--- config.mk ---
export PLATFORM = sky130hd
export DESIGN_NAME = pipe_stage_hs
export DESIGN_NICKNAME = d
export VERILOG_FILES = /design/src/rtl/pipe_pkg.sv /design/src/rtl/pipe_stage_hs_sat_counter.sv /design/src/rtl/pipe_stage_hs.sv
export SDC_FILE = /design/constraint.sdc
export NUM_CORES = 1
export LEC_CHECK = 0
export ABC_CLOCK_PERIOD_IN_PS = 2900
export BUFFER_PORTS_ARGS = -buffer_cell sky130_fd_sc_hd__buf_2
export CORE_ASPECT_RATIO = 1.75
export CORE_MARGIN = 3
export CORE_UTILIZATION = 40
export DETAILED_ROUTE_END_ITERATION = 8
export SYNTH_ARGS = -nofsm -noshare
export SYNTH_HDL_FRONTEND = slang
export SYNTH_SLANG_ARGS = --single-unit
--- constraint.sdc ---
create_clock -name clk -period 2.9 [get_ports clk]
set_clock_uncertainty 0.1 [all_clocks]
set_input_delay 0.58 -clock clk [delete_from_list [all_inputs] [get_ports clk]]
set_output_delay 0.58 -clock clk [all_outputs]
set_load 0.01 [all_outputs]
--- src/rtl/pipe_pkg.sv ---
// Shared pipeline-boundary definitions: state encoding, payload layouts, masks.
package pipe_pkg;

    // Handshake stage occupancy states; the encoding equals the entry count.
    localparam logic [1:0] EMPTY = 2'd0;
    localparam logic [1:0] ONE   = 2'd1;
    localparam logic [1:0] TWO   = 2'd2;

    // IF/ID: pc + instruction word
    localparam int IF_ID_W        = 64;
    localparam int IF_ID_PC_OFF   = 0;
    localparam int IF_ID_INSN_OFF = 32;

    // EX/MM1: control bits in the low byte, then ALU result and store data
    localparam int EX_MM1_W           = 72;
    localparam int EX_MM1_REG_WEN_OFF = 0;
    localparam int EX_MM1_MM_WE_OFF   = 1;
    localparam int EX_MM1_MM_RE_OFF   = 2;
    localparam int EX_MM1_REG_D_OFF   = 3;
    localparam int EX_MM1_ALU_OFF     = 8;
    localparam int EX_MM1_ST_OFF      = 40;

    // A killed EX/MM1 beat must not touch memory or the register file.
    localparam logic [EX_MM1_W-1:0] EX_MM1_KILL_MASK =
        (72'd1 << EX_MM1_MM_RE_OFF) |
        (72'd1 << EX_MM1_MM_WE_OFF) |
        (72'd1 << EX_MM1_REG_WEN_OFF);

    // On flush only the side-effect bits need clearing; data bits may stay stale.
    localparam logic [EX_MM1_W-1:0] EX_MM1_CLR_MASK = EX_MM1_KILL_MASK;

    // IF/ID carries no side-effect bits; kill leaves it intact.
    localparam logic [IF_ID_W-1:0] IF_ID_KILL_MASK = '0;
    localparam logic [IF_ID_W-1:0] IF_ID_CLR_MASK  = '1;

endpackage

--- src/rtl/pipe_stage_hs_sat_counter.sv ---
// Saturating up-counter used for stall profiling.
module sat_counter #(
    parameter int CNT_W = 16
) (
    input  logic             clk,
    input  logic             rst_n,
    input  logic             inc,
    output logic [CNT_W-1:0] value
);

    // count up on inc, stick at all-ones
    always_ff @(posedge clk or negedge rst_n) begin
        if (!rst_n)
            value <= '0;
        else if (inc && (value != '1))
            value <= value + 1'b1;
    end

endmodule

--- src/rtl/pipe_stage_hs.sv ---
// Valid/ready pipeline register with optional 2-entry skid, flush/kill masks
// and a saturating stall counter.
module pipe_stage_hs
    import pipe_pkg::*;
#(
    parameter int           W         = 32,
    parameter logic [W-1:0] CLR_MASK  = {W{1'b1}},
    parameter logic [W-1:0] KILL_MASK = {W{1'b0}},
    parameter int           SKID_EN   = 1,
    parameter int           CNT_W     = 16
) (
    input  logic             clk,
    input  logic             rst_n,
    input  logic             flush,
    input  logic             in_valid,
    output logic             in_ready,
    input  logic [W-1:0]     in_data,
    input  logic             in_kill,
    output logic             out_valid,
    input  logic             out_ready,
    output logic [W-1:0]     out_data,
    output logic [1:0]       occupancy,
    output logic [CNT_W-1:0] stall_cnt
);

    logic [1:0]   state, state_nxt;
    logic [W-1:0] main_q, skid_q;
    logic [W-1:0] load_val;
    logic         in_fire, out_fire, stall_inc;

    assign load_val  = in_data & ~(in_kill ? KILL_MASK : {W{1'b0}});
    assign in_fire   = in_valid & in_ready;
    assign out_fire  = out_valid & out_ready;
    assign stall_inc = out_valid & ~out_ready;
    assign out_data  = main_q;

    // state register
    always_ff @(posedge clk or negedge rst_n) begin
        if (!rst_n)
            state <= EMPTY;
        else
            state <= state_nxt;
    end

    // next state; flush overrides everything, including a concurrent accept
    always_comb begin
        state_nxt = state;
        if (flush) begin
            state_nxt = EMPTY;
        end else begin
            case (state)
                EMPTY: if (in_fire) state_nxt = ONE;
                ONE: begin
                    if (in_fire && !out_ready)
                        state_nxt = (SKID_EN != 0) ? TWO : ONE;
                    else if (out_fire && !in_fire)
                        state_nxt = EMPTY;
                end
                TWO:     if (out_fire) state_nxt = ONE;
                default: state_nxt = EMPTY;
            endcase
        end
    end

    // outputs decoded from state (encoding equals entry count)
    always_comb begin
        out_valid = (state != EMPTY);
        occupancy = state;
    end

    generate
        if (SKID_EN != 0) begin : g_skid
            logic in_ready_q;
            // ready from a flop: low exactly while both entries are occupied
            always_ff @(posedge clk or negedge rst_n) begin
                if (!rst_n)
                    in_ready_q <= 1'b1;
                else
                    in_ready_q <= (state_nxt != TWO);
            end
            assign in_ready = in_ready_q;
        end else begin : g_noskid
            assign in_ready = !out_valid | out_ready;
        end
    endgenerate

    // storage: load only on accepted beats; flush clears just the masked bits
    always_ff @(posedge clk or negedge rst_n) begin
        if (!rst_n) begin
            main_q <= '0;
            skid_q <= '0;
        end else if (flush) begin
            main_q <= main_q & ~CLR_MASK;
            skid_q <= skid_q & ~CLR_MASK;
        end else begin
            case (state)
                EMPTY: if (in_fire) main_q <= load_val;
                ONE: begin
                    if (in_fire) begin
                        if (out_ready || (SKID_EN == 0))
                            main_q <= load_val;
                        else
                            skid_q <= load_val;
                    end
                end
                TWO:     if (out_fire) main_q <= skid_q;
                default: ;
            endcase
        end
    end

    sat_counter #(.CNT_W(CNT_W)) u_stall_cnt (
        .clk   (clk),
        .rst_n (rst_n),
        .inc   (stall_inc),
        .value (stall_cnt)
    );

endmodule
# [After elaboration in Yosys (flattened, before gate mapping)]
# Index checks and enable logic that the tools add are counted.
[totals] reg_bits=83 inputBits=38 output_inout_bits=52 wordCells=47
[classes] add_sub_neg=1 n_eq_ne=9 muxes=16 bitwise_logic=4 reduce_logical=12
[ops] op="32-bit 2-to-1 mux" count=9
[ops] op="32-bit case mux with 3 select lines" count=1
[ops] op="16-bit by 1-bit adder with 16-bit output, second input constant" count=1
[ops] op="16-bit inequality test, second input constant" count=1
[ops] op="3-bit inequality test, second input constant" count=4
[ops] op="2-bit 2-to-1 mux" count=5
[ops] op="2-bit case mux with 3 select lines" count=1
[ops] op="2-bit nonzero test" count=3
[ops] op="5-bit AND reduction" count=1
[ops] op="2-bit inequality test, second input constant" count=2
[ops] op="4-bit nonzero test" count=1
[ops] op="1-bit AND" count=3
[ops] op="1-bit logical AND" count=3
[ops] op="3-bit AND reduction" count=1
[ops] op="2-bit by 1-bit == test with 1-bit output, second input constant" count=1
[ops] op="2-bit == test, second input constant" count=1
[ops] op="1-bit zero test" count=2
[ops] op="2-bit zero test" count=1
[ops] op="1-bit inverter" count=1

# [Depth between registers and ports, before layout]
# Gate-level depths: netlist of the first run.
[depth] ltp_word=8 mapped_depth=9

# [Cells and area by module]
# Synthesis of the first run repeated with hierarchy kept, for this count alone.
[hier_totals] cells_unflattened=389 area_unflattened_um2=4206.5
[by_module_without_submodules] mod="pipe_stage_hs" instances=1 cells_per_inst=317 area_each_um2=3347.0 seq_area_each_um2=1677.9
[by_module_without_submodules] mod="sat_counter" instances=1 cells_per_inst=72 area_each_um2=859.6 seq_area_each_um2=400.4

# [Least setup slack after synthesis of the first run]
# No wires, ideal clock.
[synth_timing] path_kind="reg-to-reg" from="register state[0], in the netlist occupancy[0]" to="register main_q[15], in the netlist out_data[15]" setup_time_ns=0.089 t_arrival_ns=1.903 t_required_ns=2.711 slack_ns=0.809 stages_incl_launch_ff=9 n_path_buf=2 period_less_slack_ns=2.091 cell_sequence="dfrtp_1 -> inv_1 -> ha_1 -> buf_2 -> nor4b_1 -> a41o_1 -> clkbuf_1 -> nor3_1 -> a211oi_2"
[synth_between] elab_chain_cells=4 elab_cells_between_ends=13 cone_classes="eq/ne (6); mux (2); bitwise (1); reduce/logical (4)"
[synth_lines] item="start, declared" line="pipe_stage_hs.sv:26" source="logic [1:0] state, state_nxt;"
[synth_lines] item="start signal, assigned" line="pipe_stage_hs.sv:42" source="state <= state_nxt;"
[synth_lines] item="2-bit nonzero test" line="pipe_stage_hs.sv:67" source="out_valid = (state != EMPTY);"
[synth_lines] item="1-bit AND" line="pipe_stage_hs.sv:33" source="assign out_fire = out_valid & out_ready;"
[synth_lines] item="3-bit inequality test (no source line)"
[synth_lines] item="5-bit AND reduction (no source line)"
[synth_lines] item="end signal, assigned" line="pipe_stage_hs.sv:93" source="main_q <= main_q & ~CLR_MASK;"
[synth_lines] item="end signal, assigned" line="pipe_stage_hs.sv:97" source="EMPTY: if (in_fire) main_q <= load_val;"
[synth_lines] item="end signal, assigned" line="pipe_stage_hs.sv:101" source="main_q <= load_val;"
[synth_lines] item="end, declared" line="pipe_stage_hs.sv:27" source="logic [W-1:0] main_q, skid_q;"
# Several ways; a longest one is shown, not always the timed one.
# A chain may end at the register's enable or synchronous reset.

# [Worst setup path in the final report of the first run]
[layout_timing] from="register state[0], in the netlist occupancy[0]" to="register main_q[11], in the netlist out_data[11]"
# Same word-level chain as after synthesis.

==> flow_summary.yaml, run 1 <==
setup_path:
  required_ns: 2.96
  max_stage_delay_ns: 0.80
  path_delay_family: "simple AND/OR/NAND/NOR gates"
  crit_type: "reg -> reg"
  worst_ep_arrival_time_ns: 2.58
  crit_fanout: 32
  slowest_stage: "or2_2"
  critPathBufInv: 1
  regToRegSetupSlack_ns: 0.37
  crit_path_start_kind: "flop"
  worstSetupEndpointType: "flop"
  cp_cell_sequence: "inv_1 -> ha_1 -> nor4b_1 -> a41o_1 -> or2_2 -> a211oi_1"
route:
  drc: 0
  antenna_left: 0
  dr.pass1.iters: 4
  vias: 3303
  viasPerCell: 5.48
  routed_wl_mm: 10.4
  wl_per_cell_um: 17.2
  drtIter0Drc: 133
layout:
  syn_to_final_growth_pct: 21.6
  register_area_um2: 2080
  fill_cells: 978
  stdcell_area_um2: 5020
  fin_cells: 603
  drive_above_1_share_pct: 31.6
  diodes: 0
  final_common_cell: "buf_2"
  nets: 516
  layout_common_cells: "buf_2 (87), dfrtp_1 (82), nand2_1 (72)"
  multi_input_area_um2: 1900
clocking:
  cts_setup_buffers: 0
  h-tree-depth: 3
  cts.path.max_buffers: 2
  cts_resized: 0
  clk_latency_ns: 0.34
  cts_buffers: 9
  path_clk_slew_ns: 0.06
  clock-sinks: 83
  ctsHoldBuffers: 0
  cts_tree: "yes"
  cts_root_buf: "clkbuf_16"
synth:
  synth_nets: 437
  synth_area_per_cell_um2: 10.5
  synth_area_um2: 4130
  yosysTopAreaCell: "dfrtp_1"
  synth-seq-area-share_pct: 50.3
  async_flop_share_pct: 100
  synthTopCellsByArea: "dfrtp_1 (50%), a211oi_2 (9.1%), mux2i_1 (7.8%)"
  synth_edf_count: 0
  yosys_warnings: 0
  synth_ff_type: "dfrtp_1"
  synthDistinctLibCells: 45
  ys_seq_elements: 83
  syn_inst: 394
  synth_top_area_share_pct: 49.7
power_and_ir_drop:
  p_total_uw: 3280
  p_leak_uw: 0.00223
  worst_ir_drop_vdd_v: 0.000539
  powerDensity_nw_per_um2: 654
run_status:
  status: "complete, no violations"
floorplan:
  core_area_um2: 9970
  die_area_um2: 11600
  row_count: 48
  die_w_um: 82.8
  start_util_pct: 41.4
  io_pins: 90
  die_y_um: 140
sta:
  fmax_ghz: 0.396
  worstMarginPinSlew_ns: 1.03
  slew_violations: 0
  fin_setup_tns_ns: 0
  fin_crit_ns: 2.53
  min_period_over_period_pct: 87.2
  hold_violations: 0
  relSlewSlack_pct: 31.5
  setup_violations: 0
  rsz0062_at_grt: "false"
global_route:
  grt_max_degree: 44
  track_usage_pct: 18.3
  grt_pass1_wl_mm: 17.1
  antenna_found_initial: 0
  overflow: 0
  grt_pass1_vias: 3331
placement:
  io_buffers: 88
  placed_cell_area_um2: 4690
  routabilityCongestion: 0.809
  dp_hpwl_mm: 6.99
  dp.cells: 587
flow_run:
  maxCapViolations: 0
hold_path:
  hold_class: "in -> async"
[flip-flops by register name, summed over array words and instances (netlist names)]
| register | count |
|---|---|
| occupancy | 2 |
| in_ready | 1 |
| skid_q | 32 |
| u_stall_cnt.value | 16 |
| out_data | 32 |
[report_power, final]
part	switching [uW]	internal (uW)	leakage, uW
clock	462	788	0.000166
sequential	115	1270	0.00111
combinational	386	260	0.000956
[per-stage QoR]
stage	setup WS (ns)	hold slack, ns	utilization, %
after global placement	0.406	0.398	47.0
after floorplan	0.809	0.184	-
after detailed placement	0.353	0.396	47.0
after CTS	0.331	0.142	50.4
after global routing	0.159	0.162	50.4
final	0.372	0.130	50.4
[final cells by class]
class / instances / area share [%]
clock buffer: 14 / 5.85
clock inverter: 2 / 0.772
inverter: 5 / 0.374
multi-input combinational: 277 / 37.8
sequential: 83 / 41.4
tap: 125 / 3.11
timing repair buffer: 97 / 10.7
[cells in the mapped netlist (3+ instances only)]
master    number
dfrtp_1       82
nand2_1       72
nor3_1        37
a21oi_1       34
mux2i_1       32
a211oi_2      30
clkbuf_1      21
xor2_1         8
nand3_1        6
nand4_1        6
nor2_1         6
ha_1           5
buf_2          4
buf_6          4
inv_1          4
mux2_1         4
nor2b_1        3
nor4_1         3
[cells by family after synthesis]
family,synth area share (%)
AND/OR/NAND/NOR,16.9
adder cells (fa/ha/maj),1.51
AO/OA/AOI/OAI,16.4
multiplexers,8.85
buffers and inverters,3.94
XOR/XNOR,2.12
flip-flops,50.3
[worst paths after layout]
check,startpoint,endpoint,depth (start not counted)
worst min-delay path,rst_n,occupancy[0]$_DFF_PN0_,1
worst max-delay path,occupancy[0]$_DFF_PN0_,out_data[11]$_DFFE_PN0P_,6
max in group asynchronous,rst_n,skid_q[25]$_DFFE_PN0P_,2
worst min register to register,u_stall_cnt.value[15]$_DFFE_PN0P_,u_stall_cnt.value[15]$_DFFE_PN0P_,1
worst max register to register,occupancy[0]$_DFF_PN0_,out_data[11]$_DFFE_PN0P_,6
min in group clk,in_data[7],skid_q[7]$_DFFE_PN0P_,3
[worst reg2reg max path: stages, from the launching register on]
cell and delay (ns):
dfrtp_1 0.43, inv_1 0.12, ha_1 0.27, nor4b_1 0.31
a41o_1 0.14, or2_2 0.80, a211oi_1 0.18
[metal layers]
layer | track usage [%] | share of wire (%) | up-vias
li1 | - | - | 1558
met1 | 20.6 | 39 | 1662
met2 | 34.3 | 56 | 71
met3 | 3.35 | 3.9 | 12
met4 | 6.12 | 1.2 | 0
met5 | 0 | 0 | -
No activity file was read; power rests on OpenSTA's default activity.
==> run 2, diff against run 1 <==
==> constraint.sdc (replaced) <==
create_clock -name clk -period 2.9 [get_ports clk]
set_clock_uncertainty 0.1 [all_clocks]
set_input_delay 0 -clock clk [delete_from_list [all_inputs] [get_ports clk]]
set_output_delay 0 -clock clk [all_outputs]
set_load 0.01 [all_outputs]
==> run 2 against run 1 <==
  * Sequential share of layout area shrank 2.3 points
  * Highest routed layer unchanged
  * Count of clock-buffer cells in the layout is 1 lower
  * Sequential power hardly changed
  * Global-route usage increased by 0.84 points
  * Final cell count up 5.6%
  * Sequential cell count stayed put
  * Worst setup slack worse by 0.024 ns
  * Critical endpoint is now out_data[30]$_DFFE_PN0P_
  * Non-clock buffer count rose by 34
  * Critical path type unchanged
  * Utilization is 3.0 points higher
==> flow_summary.yaml, run 2 (synthesis gave the netlist of run 1 again) <==
sta:
  min_period_over_period_pct: 88.0
  slew_violations: 0
  relSlewSlack_pct: 32.5
  hold_violations: 0
  fin_setup_tns_ns: 0
  fmax_ghz: 0.392
  worstMarginPinSlew_ns: 1.01
  fin_crit_ns: 2.55
  rsz0062_at_grt: "false"
  setup_violations: 0
global_route:
  overflow: 0
  grt_pass1_vias: 3649
  antenna_found_initial: 0
  grt_pass1_wl_mm: 18.1
  grt_max_degree: 45
  track_usage_pct: 19.2
placement:
  dp_hpwl_mm: 7.12
  dp.cells: 587
  routabilityCongestion: 0.792
  io_buffers: 88
setup_path:
  crit_fanout: 32
  crit_type: "reg -> reg"
  required_ns: 2.96
  worst_ep_arrival_time_ns: 2.61
  worstSetupEndpointType: "flop"
  crit_path_start_kind: "flop"
power_and_ir_drop:
  power_switching_uw: 964
  combPwrFrac_pct: 20.8
  p_leak_uw: 0.00234
  worst_ir_drop_vdd_v: 0.000315
  powerDensity_nw_per_um2: 613
  p_int_uw: 2300
  p_sw_share_pct: 29.6
  power_frac_seq_pct: 42.6
  pwr-share-clk_pct: 36.6
clocking:
  path_clk_slew_ns: 0.06
  cts_resized: 0
  cts_tree: "yes"
  cts_setup_buffers: 0
  clk_latency_ns: 0.34
  clock-sinks: 83
  cts_buffers: 9
  cts_root_buf: "clkbuf_16"
  cts.path.max_buffers: 2
  h-tree-depth: 3
floorplan:
  die_w_um: 82.8
  io_pins: 90
  start_util_pct: 41.4
  die_y_um: 140
  row_count: 48
  die_area_um2: 11600
  core_area_um2: 9970
layout:
  layout_common_cells: "buf_2 (87), dfrtp_1 (82), nand2_1 (72)"
  drive_above_1_share_pct: 29.3
  fin_cells: 637
  diodes: 0
  final_common_cell: "buf_2"
  syn_to_final_growth_pct: 28.8
  nets: 550
route:
  viasPerCell: 5.42
  vias: 3455
  drc: 0
  routed_wl_mm: 10.8
  antenna_left: 0
  drtIter0Drc: 184
  dr.pass1.iters: 4
  wl_per_cell_um: 17.0
flow_run:
  maxCapViolations: 0
run_status:
  status: "complete, no violations"
hold_path:
  hold_class: "in -> async"
run 2: cell count changes in the layout (fill, tap and decap cells not counted):
cell           previous run  this run
dlygate4sd3_1             0        34
clkbuf_8                  5         3
buf_12                    2         0
buf_4                     8        10
inv_6                     1         0
clkbuf_1                  0         1
clkinvlp_4                0         2
run 2: path summary, 6_finish.rpt:
| kind | from | depth (start not counted) | slack [ns] | to |
|---|---|---|---|---|
| setup / recovery | occupancy[0]$_DFF_PN0_ | 6 | 0.35 | out_data[30]$_DFFE_PN0P_ |
| hold / removal | rst_n | 2 | 0.11 | u_stall_cnt.value[6]$_DFFE_PN0P_ |
| setup reg to reg | occupancy[0]$_DFF_PN0_ | 6 | 0.35 | out_data[30]$_DFFE_PN0P_ |
| hold reg to reg | u_stall_cnt.value[15]$_DFFE_PN0P_ | 1 | 0.41 | u_stall_cnt.value[15]$_DFFE_PN0P_ |
| max in group asynchronous | rst_n | 3 | 1.87 | out_data[14]$_DFFE_PN0P_ |
| min in group clk | flush | 2 | 0.14 | skid_q[12]$_DFFE_PN0P_ |
run 2: what timing repair did:
action,in CTS,in global routing
hold buffers,34,0
endpoints found under the setup margin,0,0
hold endpoints to repair,107,0
run 2: metrics by stage:
step | area (um^2) | utilization (%) | hold slack (ns) | setup slack, ns | total power [uW]
3_5_place_dp | 4660 | 46.8 | -0.0503 | 0.350 | 2060
2_1_floorplan | 4130 | - | -0.396 | 0.809 | 1800
6_report | 5320 | 53.4 | 0.110 | 0.348 | 3260
4_1_cts | 5320 | 53.4 | 0.135 | 0.338 | 3300
5_1_grt | 5320 | 53.4 | 0.170 | 0.125 | 3420
3_3_place_gp | 4660 | 46.8 | -0.0585 | 0.430 | 2040
run 2: routing by layer:
metal / share of wire (%) / routed length (um) / global-route usage, % / vias to the layer above
met5: 0 / 0 / 0 / -
met4: 1.8 / 192 / 7.15 / 0
met3: 3.7 / 400 / 3.06 / 12
met2: 55 / 5950 / 36.1 / 75
met1: 40 / 4280 / 21.4 / 1739
li1: - / - / - / 1629
run 2: layout make-up:
| type | instances | area, um^2 |
|---|---|---|
| Clock buffer | 13 | 270 |
| Clock inverter | 3 | 45.0 |
| Fill cell | 920 | 4650 |
| Inverter | 5 | 18.8 |
| Multi-Input combinational cell | 277 | 1900 |
| Sequential cell | 83 | 2080 |
| Tap cell | 125 | 156 |
| Timing Repair Buffer | 131 | 851 |
run 2: critical path, stage by stage (launching register included):
cell	delay, ns
dfrtp_1	0.43
inv_1	0.11
ha_1	0.27
nor4b_1	0.33
a41o_1	0.15
or2_2	0.78
a211oi_2	0.17
run 2: power groups by stage:
stage	Clock, uW	Combinational, uW	Sequential, uW
after floorplan	0	365	1440
after CTS	1220	690	1390
after global routing	1260	751	1410
final	1190	679	1390
after detailed placement	0	654	1410
after global placement	0	636	1410
==> run 3, diff against run 2 <==
- PLACE_DENSITY: unset -> 0.73
==> run 3 against run 2 <==
  * Fmax down 0.35%
  * Worst hold slack gained 0.054 ns
  * Register-to-register slack hardly changed
  * Final cell count up 0.16%
  * Worst setup slack got worse by 0.0089 ns
  * Design area about the same
  * Sequential cell count unchanged
==> flow_summary.yaml, run 3 (synthesis gave the netlist of run 1 again) <==
run_status:
  status: "complete, no violations"
layout:
  syn_to_final_growth_pct: 28.9
  final_common_cell: "buf_2"
  layout_common_cells: "buf_2 (87), dfrtp_1 (82), nand2_1 (72)"
  utilization_pct: 53.4
  fill_cells: 924
  multi_input_area_um2: 1900
  diodes: 0
  fin_cells: 638
  drive_above_1_share_pct: 29.2
  nets: 551
  register_area_um2: 2080
sta:
  worstMarginPinSlew_ns: 1.06
  fin_ws_ns: 0.339
  hold_violations: 0
  setup_violations: 0
  slew_violations: 0
  fmax_ghz: 0.391
  min_period_over_period_pct: 88.3
  rsz0062_at_grt: "false"
  fin_crit_ns: 2.56
  fin_setup_tns_ns: 0
  relSlewSlack_pct: 29.1
power_and_ir_drop:
  powerDensity_nw_per_um2: 614
  p_sw_share_pct: 29.3
  combPwrFrac_pct: 20.8
  power_frac_seq_pct: 42.7
  power_switching_uw: 957
  p_int_uw: 2310
  pwr-share-clk_pct: 36.6
  worst_ir_drop_vdd_v: 0.000470
  p_leak_uw: 0.00235
clocking:
  cts_tree: "yes"
  cts_resized: 0
  cts_buffers: 9
  h-tree-depth: 3
  cts_root_buf: "clkbuf_16"
  cts_setup_buffers: 0
  cts.path.max_buffers: 2
  clk_latency_ns: 0.33
  path_clk_slew_ns: 0.06
  clock-sinks: 83
setup_path:
  critPathBufInv: 1
  worst_ep_arrival_time_ns: 2.63
  crit_path_start_kind: "flop"
  cp_cell_sequence: "inv_1 -> ha_1 -> nor4b_1 -> a41o_1 -> or2_2 -> a211oi_2"
  worstSetupEndpointType: "flop"
  required_ns: 2.97
  slowest_stage: "or2_2"
  crit_fanout: 32
  crit_type: "reg -> reg"
  max_stage_delay_ns: 0.77
  path_delay_family: "simple AND/OR/NAND/NOR gates"
flow_run:
  maxCapViolations: 0
global_route:
  grt_pass1_vias: 3640
  overflow: 0
  grt_max_degree: 84
  grt_pass1_wl_mm: 17.9
  track_usage_pct: 18.9
  antenna_found_initial: 0
placement:
  routabilityCongestion: 0.845
  dp_hpwl_mm: 7.06
  dp.cells: 588
  io_buffers: 88
  post-place-ws_ns: 0.352
floorplan:
  die_w_um: 82.8
  core_area_um2: 9970
  row_count: 48
  start_util_pct: 41.4
  die_area_um2: 11600
  die_y_um: 140
  io_pins: 90
route:
  drc: 0
  vias: 3447
  wl_per_cell_um: 16.8
  viasPerCell: 5.40
  drtIter0Drc: 291
  antenna_left: 0
  routed_wl_mm: 10.7
  dr.pass1.iters: 4
hold_path:
  hold_class: "in -> reg"
run 3: changes by cell type in the layout (fill, tap and decap cells not counted):
cell,previous run,this run
buf_4,10,11
clkbuf_8,3,0
clkinvlp_4,2,1
clkinv_2,0,2
clkbuf_1,1,2
bufinv_16,1,2
run 3: cell type report:
| cell class | instances | share of cell area [%] |
|---|---|---|
| sequential | 83 | 39.0 |
| multi-input combinational | 277 | 35.7 |
| timing repair buffer | 132 | 16.1 |
| clock buffer | 11 | 4.37 |
| tap | 125 | 2.94 |
| clock inverter | 5 | 1.46 |
| inverter | 5 | 0.353 |
run 3: per-layer routing:
metal	up-vias	GRT usage, %	wire length, um
met3	17	3.53	431
li1	1639	-	-
met1	1695	21.3	4260
met5	-	0	0
met4	0	8.10	229
met2	96	34.5	5800
run 3: worst reg2reg max path: stages (launching register included):
cell      delay (ns)
dfrtp_1         0.44
inv_1           0.11
ha_1            0.27
nor4b_1         0.36
a41o_1          0.16
or2_2           0.77
a211oi_2        0.19
run 3: path summary, 6_finish.rpt:
path                                              startpoint                           endpoint  slack [ns]  cells past startpoint
max in group asynchronous                              rst_n           out_data[25]$_DFFE_PN0P_        1.71                      2
min in group asynchronous                              rst_n   u_stall_cnt.value[4]$_DFFE_PN0P_        0.31                      2
min                                                 in_valid             skid_q[11]$_DFFE_PN0P_        0.16                      5
max reg2reg                           occupancy[0]$_DFF_PN0_           out_data[25]$_DFFE_PN0P_        0.34                      6
max                                   occupancy[0]$_DFF_PN0_           out_data[25]$_DFFE_PN0P_        0.34                      6
min reg2reg                u_stall_cnt.value[13]$_DFFE_PN0P_  u_stall_cnt.value[13]$_DFFE_PN0P_        0.41                      1
run 3: power by group through the flow:
stage                     Combinational (uW)  Sequential (uW)  Clock (uW)
final                                    680             1390        1200
after floorplan                          365             1440           0
after global placement                   622             1400           0
after global routing                     749             1410        1270
after detailed placement                 645             1410           0
after CTS                                691             1390        1220
run 3: metrics by stage:
step | power [uW] | instance area, um^2 | hold slack, ns
after global routing | 3430 | 5320 | 0.195
after detailed placement | 2050 | 4670 | 0.153
final | 3270 | 5320 | 0.163
after CTS | 3300 | 5320 | 0.153
after global placement | 2020 | 4670 | 0.136
after floorplan | 1800 | 4130 | -0.396
run 3: repair_timing:
| item | CTS | global route |
|---|---|---|
| endpoints found under the hold margin | 146 | 0 |
| endpoints found under the setup margin | 0 | 0 |
| hold buffers | 34 | 0 |
